## src/rtl/uart_byte_rx.sv

```systemverilog
// 8N1 UART receiver: recovers bytes from an asynchronous serial line and
// presents each correctly framed byte as a single-cycle strobe.
module uart_byte_rx #(
   parameter int CLKS_PER_BIT = 868
) (
   input  logic       clk,
   input  logic       rst,
   input  logic       rx,
   output logic [7:0] byte_out,
   output logic       valid_out,
   output logic       frame_err,
   output logic       busy
);

   localparam int HALF  = CLKS_PER_BIT / 2;
   localparam int CNT_W = $clog2(CLKS_PER_BIT);
   localparam logic [CNT_W-1:0] HALF_LAST = CNT_W'(HALF - 1);
   localparam logic [CNT_W-1:0] BIT_LAST  = CNT_W'(CLKS_PER_BIT - 1);

   typedef enum logic [2:0] {
      IDLE,
      START,
      DATA,
      STOP,
      WAIT_HIGH
   } state_t;

   state_t           state_q;
   logic [CNT_W-1:0] cnt_q;
   logic [CNT_W-1:0] cnt_d;
   logic [2:0]       idx_q;
   logic [7:0]       sh_q;
   logic [7:0]       byte_q;
   logic             valid_q;
   logic             ferr_q;
   logic             busy_q;
   logic             sync1_q;
   logic             sync2_q;
   logic             rx_s;

   // Synchronizer flops reset to the idle level so reset release never looks like a start bit.
   always_ff @(posedge clk or negedge rst) begin
      if (!rst) begin
         sync1_q <= 1'b1;
         sync2_q <= 1'b1;
      end else begin
         sync1_q <= rx;
         sync2_q <= sync1_q;
      end
   end

   assign rx_s  = sync2_q;
   assign cnt_d = cnt_q + 1'b1;

   always_ff @(posedge clk or negedge rst) begin
      if (!rst) begin
         state_q <= IDLE;
         cnt_q   <= '0;
         idx_q   <= '0;
         sh_q    <= '0;
         byte_q  <= '0;
         valid_q <= 1'b0;
         ferr_q  <= 1'b0;
         busy_q  <= 1'b0;
      end else begin
         valid_q <= 1'b0;
         ferr_q  <= 1'b0;
         case (state_q)
            IDLE: begin
               if (!rx_s) begin
                  state_q <= START;
                  busy_q  <= 1'b1;
                  cnt_q   <= '0;
               end
            end
            START: begin
               if (cnt_q == HALF_LAST) begin
                  cnt_q <= '0;
                  idx_q <= '0;
                  if (!rx_s) begin
                     state_q <= DATA;
                  end else begin
                     state_q <= IDLE;
                     busy_q  <= 1'b0;
                  end
               end else begin
                  cnt_q <= cnt_d;
               end
            end
            DATA: begin
               if (cnt_q == BIT_LAST) begin
                  cnt_q       <= '0;
                  sh_q[idx_q] <= rx_s;
                  if (idx_q == 3'd7) begin
                     state_q <= STOP;
                  end else begin
                     idx_q <= idx_q + 3'd1;
                  end
               end else begin
                  cnt_q <= cnt_d;
               end
            end
            // Leaving at mid-stop-bit lets a back-to-back start edge be caught without a gap.
            STOP: begin
               if (cnt_q == BIT_LAST) begin
                  cnt_q <= '0;
                  if (rx_s) begin
                     byte_q  <= sh_q;
                     valid_q <= 1'b1;
                     state_q <= IDLE;
                     busy_q  <= 1'b0;
                  end else begin
                     ferr_q  <= 1'b1;
                     state_q <= WAIT_HIGH;
                  end
               end else begin
                  cnt_q <= cnt_d;
               end
            end
            // A line held low after a bad stop bit must not decode as a stream of zero bytes.
            WAIT_HIGH: begin
               if (rx_s) begin
                  state_q <= IDLE;
                  busy_q  <= 1'b0;
               end
            end
            default: begin
               state_q <= IDLE;
               busy_q  <= 1'b0;
               cnt_q   <= '0;
            end
         endcase
      end
   end

   assign byte_out  = byte_q;
   assign valid_out = valid_q;
   assign frame_err = ferr_q;
   assign busy      = busy_q;

endmodule

```

## config.mk

```make
export PLATFORM = sky130hd
export DESIGN_NAME = uart_byte_rx
export DESIGN_NICKNAME = d
export VERILOG_FILES = /design/src/rtl/uart_byte_rx.sv
export SDC_FILE = /design/constraint.sdc
export NUM_CORES = 1
export LEC_CHECK = 0
export ABC_AREA = 1
export ABC_CLOCK_PERIOD_IN_PS = 4610
export BUFFER_PORTS_ARGS = -buffer_cell sky130_fd_sc_hd__buf_2
export CORE_MARGIN = 2
export CORE_UTILIZATION = 64
export DETAILED_ROUTE_END_ITERATION = 6
export PLACE_DENSITY = 0.81
export SYNTH_ARGS = -nofsm -noshare
export SYNTH_HDL_FRONTEND = slang
export SYNTH_SLANG_ARGS = --single-unit
```

## constraint.sdc

```tcl
create_clock -name clk -period 4.61 [get_ports clk]
set_clock_uncertainty 0.2 [all_clocks]
set_input_delay 0 -clock clk [delete_from_list [all_inputs] [get_ports clk]]
set_output_delay 0 -clock clk [all_outputs]
set_load 0.03 [all_outputs]
```

* Word level (Yosys, flattened, before mapping)
Index checks and enable logic that the tools add are counted.
W data, S select, Z words.
** Operators by class
- Eq/ne operators :: 14
- Reductions and logical operators :: 10
- Order comparisons :: 2
- Bitwise gates (word level) :: 2
- Multiplexer cells :: 31
- Add/sub/neg operators :: 2
** Operators with widths (number)
- $pmux W10 S4 :: 1
- $mux W10 :: 3
- $mux W3 :: 10
- $pmux W3 S5 :: 1
- $ne A2 B2 Y1 const B :: 7
- $mux W1 :: 11
- $add A10 B1 Y10 const B :: 1
- $eq A10 B10 Y1 const B :: 1
- $eq A10 B9 Y1 const B :: 1
- $bwmux W8 :: 1
- $reduce_and A4 Y1 :: 2
- $eq A3 B2 Y1 const B :: 2
- $eq A3 B3 Y1 const B :: 2
- $pmux W3 S2 :: 1
- $reduce_and A6 Y1 :: 1
- $pmux W1 S5 :: 1
- $lt A3 B4 Y1 const B :: 1
- $reduce_and A2 Y1 :: 2
- $add A3 B1 Y3 const B :: 1
- $demux W1 S3 :: 1
- $eq A3 B1 Y1 const B :: 1
- $ge A3 B1 Y1 const B :: 1
- $logic_not A3 Y1 :: 1
- $reduce_and A3 Y1 :: 1
- other kinds (5) :: 6
** Storage, ports and cells
- Output and inout bits :: 11
- Word-level logic and storage cells :: 71
- Input bits :: 3
- Register bits :: 37

* Longest topological paths before layout
- Depth after elaboration :: 5
- Mapped depth :: 10
- Gate-level depth less buffers :: 9

* Worst setup path before layout
Ideal clock, no wire load.
- Kind :: flip-flop to flip-flop
- From :: register cnt_q[0]
- To :: register state_q[0]
- Cell stages (with the launch flop) :: 9
- Path slack :: 2961 ps
- Setup time :: 124 ps
- Arrival time :: 1326 ps
- Required time :: 4286 ps
- Buffers on the path :: 1
- Period minus slack after synthesis :: 1649 ps
- Cell sequence :: dfrtp_1 ha_1 nand2_1 nor2_2 nand3_4 buf_6 nand2_1 nand2_1 o21bai_1
** Between the ends
- Longest elaborated chain between the ends :: 3
- Elaborated cells on any way between the ends :: 6
- Classes of those cells :: eq/ne: 5; reduce/logical: 1
** Ends and longest elaborated chain
- start: declaration :: RTL line 29 : logic [CNT_W-1:0] cnt_q;
- start signal: assignment :: RTL line 87 : cnt_q <= cnt_d;
- start signal: assignment :: RTL line 100 : cnt_q <= cnt_d;
- start signal: assignment :: RTL line 117 : cnt_q <= cnt_d;
- $eq A10 B10 Y1 / $eq A10 B9 Y1 (equally long branches) :: RTL line 91, 105, 77
- $ne A2 B2 Y1 (no line)
- $reduce_and A6 Y1 (no line) *
- end signal: assignment :: RTL line 95 : state_q <= STOP;
- end signal: assignment :: RTL line 110 : state_q <= IDLE;
- end signal: assignment :: RTL line 114 : state_q <= WAIT_HIGH;
- end: declaration :: RTL line 28 : state_t state_q;
Mark *: on every way between the ends. The rest lies on a longest branch, timed or not.
A chain may end at the register's enable or synchronous reset.

* Worst setup path in the final report
- From :: register cnt_q[0]
- To :: register byte_q[5], in the netlist byte_out[5]
** Between the ends
- Longest elaborated chain between the ends :: 2
** Ends and longest elaborated chain
- $eq A10 B10 Y1 :: RTL line 105 : if (cnt_q == BIT_LAST) begin
- $reduce_and A3 Y1 (no line)
- end signal: assignment :: RTL line 108 : byte_q <= sh_q;
- end: declaration :: RTL line 33 : logic [7:0] byte_q;
No other way between the ends.

==> results.md <==
* Setup TNS at 0 ps
* Dpl hpwl at 2.56 mm
* Post-DR wirelength/cell at 11.1 µm
* Synth Net Count at roughly 250
* Number of max-slew violations in the final report at 0
* Clk sinks at 37
* CTS tree: yes
* Mux cell area share after synthesis at 0
* First-pass GRT wire length at between 5 and 6 mm
* Worst min path class: in2async
* Routed WL at 3.41 mm
* Crit. Startpoint: cnt_q[0]
* Port buffer count at 13
* Slew headroom at 0.492
* Top cell type's share of synthesized area at 0.433
* Core Region at 3030 µm²
* RSZ-0062 raised after global routing: no
* Clock Tree Buf Depth at 2
* Hold_buf cts at 2
* Rows at 20
* RePlAce Congestion at roughly 0.82
* CP arrival at 1860 ps
* Routed vias at 1504
* Largest family of logic cells by synthesized area: simple AND/OR/NAND/NOR gates
* XOR/XNOR share of the synthesized area at 0.0173
* Gr usage total at 0.228
* Max Clk Rate at 541 MHz
* Final period utilization at 0.401
* LEAKAGE at around 0.0011 µW
* Slew @ Worst Pin at between 700 and 800 ps
* Seq cells post-synth at 37
* Most common cell after layout, fill and taps aside: nand2_1
* Area share of fa/ha/maj cells after synthesis at 0.0248
* YS warnings at 0
* Most frequent cells in the layout: 66 x nand2_1, 35 x dfrtp_1, 34 x inv_1
* Clock Latency Late Sink at 330 ps
* Post-synthesis sequential area ratio at 0.459
* CTS resizes at 0
* Clock transition at the registers of the reported paths at approximately 100 ps
* Hold Vio Cnt, Final at 0
* Simple-gate portion of the synthesized area at 0.328
* Worst r2r path cells at 6
* Setup CP Type: reg2reg
* Post-CTS setup buffer count at 0
* DIE AREA at about 3600 µm²
* Initial drt markers at 52
* Total CTS buffers at 5
* I/O pins at 14
* Drt drc at 0
* Worst-path fanout max at 15
* WP data required at 4620 ps
* Maximum VDD drop at 0.210 mV
* Syn avg cell area at about 8.3 µm²
* Die Y at 60.2 µm
* Die width at 60.2 µm
* NumNets Final at 269
* Max-Cap Viols at 0
* Area Overhead vs Synth at 8.29%
* Initial Utilization at 0.668
* Vias per Instance at 4.90
* CP Launch Type: flip-flop
* Layout cells sized above 1 at 0.179
* Worst R2R End: byte_out[5]
* Reg2Reg Setup Slack at 2760 ps
* Minimum clock period at about 1800 ps
* Cell taking the most area after synthesis: dfrtp_1
* Fillers at 259
* Detailed Routing Iterations Pass 1 at 4
* Synth Instances at 245
* Largest net degree at the start of global routing at 38
* Synth Area in Compound Gates at 0.0792
* Diode count at 0
* Vias in the first global route at approximately 1400
* Grt total ovfl at 0
* Placed cells at 297
* Synth top area cells: dfrtp_1 43%, nand2_1 12%, inv_1 6.3%, nand4_1 4.0%, nor2_1 3.3%
* H-tree Lvls at 2
* Initial antenna violation count at 0
* Netlist cell types at 29
* Power Dens Cells at 239 nW/µm²
* R2r startpoint: cnt_q[0]
* Final setup viols at 0
* Non-Filler Instances at 307
* Post-route ant nets at 0
* Status: completed
* Crit path capture type: flip-flop
* Clk root buf: clkbuf_4
* Area of the mapped netlist at around 2000 µm²
==> routing by layer <==
metal | GRT usage | part of all wire | vias up
met1 | 0.323 | 0.50 | 661
met4 | 0.0825 | 0.014 | 0
li1 | - | - | 813
met2 | 0.331 | 0.45 | 24
met3 | 0.0671 | 0.038 | 6
met5 | 0 | 0 | -
==> worst max-delay path, stage by stage (launching register included) <==
cell	delay, ps
dfrtp_1	430
ha_1	210
nand2_1	70
nor2_2	120
nand3_4	200
nor3_4	340
o21ai_0	150
==> sequential cells by signal (all words and copies together) (netlist names) <==
signal and cells:
valid_out 1, busy 1, byte_out 8, sh_q 8, frame_err 1, state_q 3
cnt_q 10, sync1_q 1, idx_q 3, rx_s 1
==> worst max path at each step <==
stage                        endpoint  slack (ps)  cells past startpoint
after CTS                 byte_out[5]        2730                      6
after floorplan            state_q[0]        2960                      8
final                     byte_out[5]        2760                      6
after global routing      byte_out[5]        2560                      7
after global placement    byte_out[5]        2790                      6
after detailed placement  byte_out[5]        2740                      6
==> cells in the mapped netlist (all sizes together) <==
master	count
clkbuf	1
buf	4
o21ai	19
inv	38
o21bai	3
dfrtp	35
nor2	25
a21oi	1
nor3	3
ha	4
dfstp	2
xnor2	1
o31ai	4
nand4	13
xor2	3
nand2	71
nor2b	1
nand3	17
==> metrics by stage <==
stage | area (µm²) | hold slack, ps | worst slack, ps | power [µW] | utilization
final | 2190 | 73.4 | 2760 | 524 | 0.723
after global routing | 2190 | 77.7 | 2560 | 549 | 0.723
after CTS | 2190 | 85.1 | 2730 | 530 | 0.723
after detailed placement | 2100 | -93.5 | 2740 | 343 | 0.693
after global placement | 2100 | -94.6 | 2790 | 344 | 0.693
after floorplan | 2020 | -496 | 2960 | 336 | -
==> layout make-up <==
| type | count | area [µm²] | share of cell area |
|---|---|---|---|
| tap | 44 | 55.1 | 0.0251 |
| clock buffer | 7 | 65.1 | 0.0297 |
| sequential | 37 | 928 | 0.424 |
| inverter | 38 | 143 | 0.0651 |
| clock inverter | 1 | 5.00 | 0.00229 |
| timing repair buffer | 15 | 85.1 | 0.0389 |
| multi-input combinational | 165 | 908 | 0.415 |
==> power breakdown <==
group | internal, µW | switching, µW
combinational | 2.22 | 7.92
clock | 88.4 | 98.0
sequential | 326 | 1.71
total | 417 | 108
==> kinds of logic after synthesis <==
logic type	count (synthesis)
DFF	37
and+or+nand+nor	130
xor gates and xnor gates	4
buffers and inverters	43
AOI/OAI and AO/OA	27
adders and majority gates	4
No activity file was read; power rests on OpenSTA's default activity.
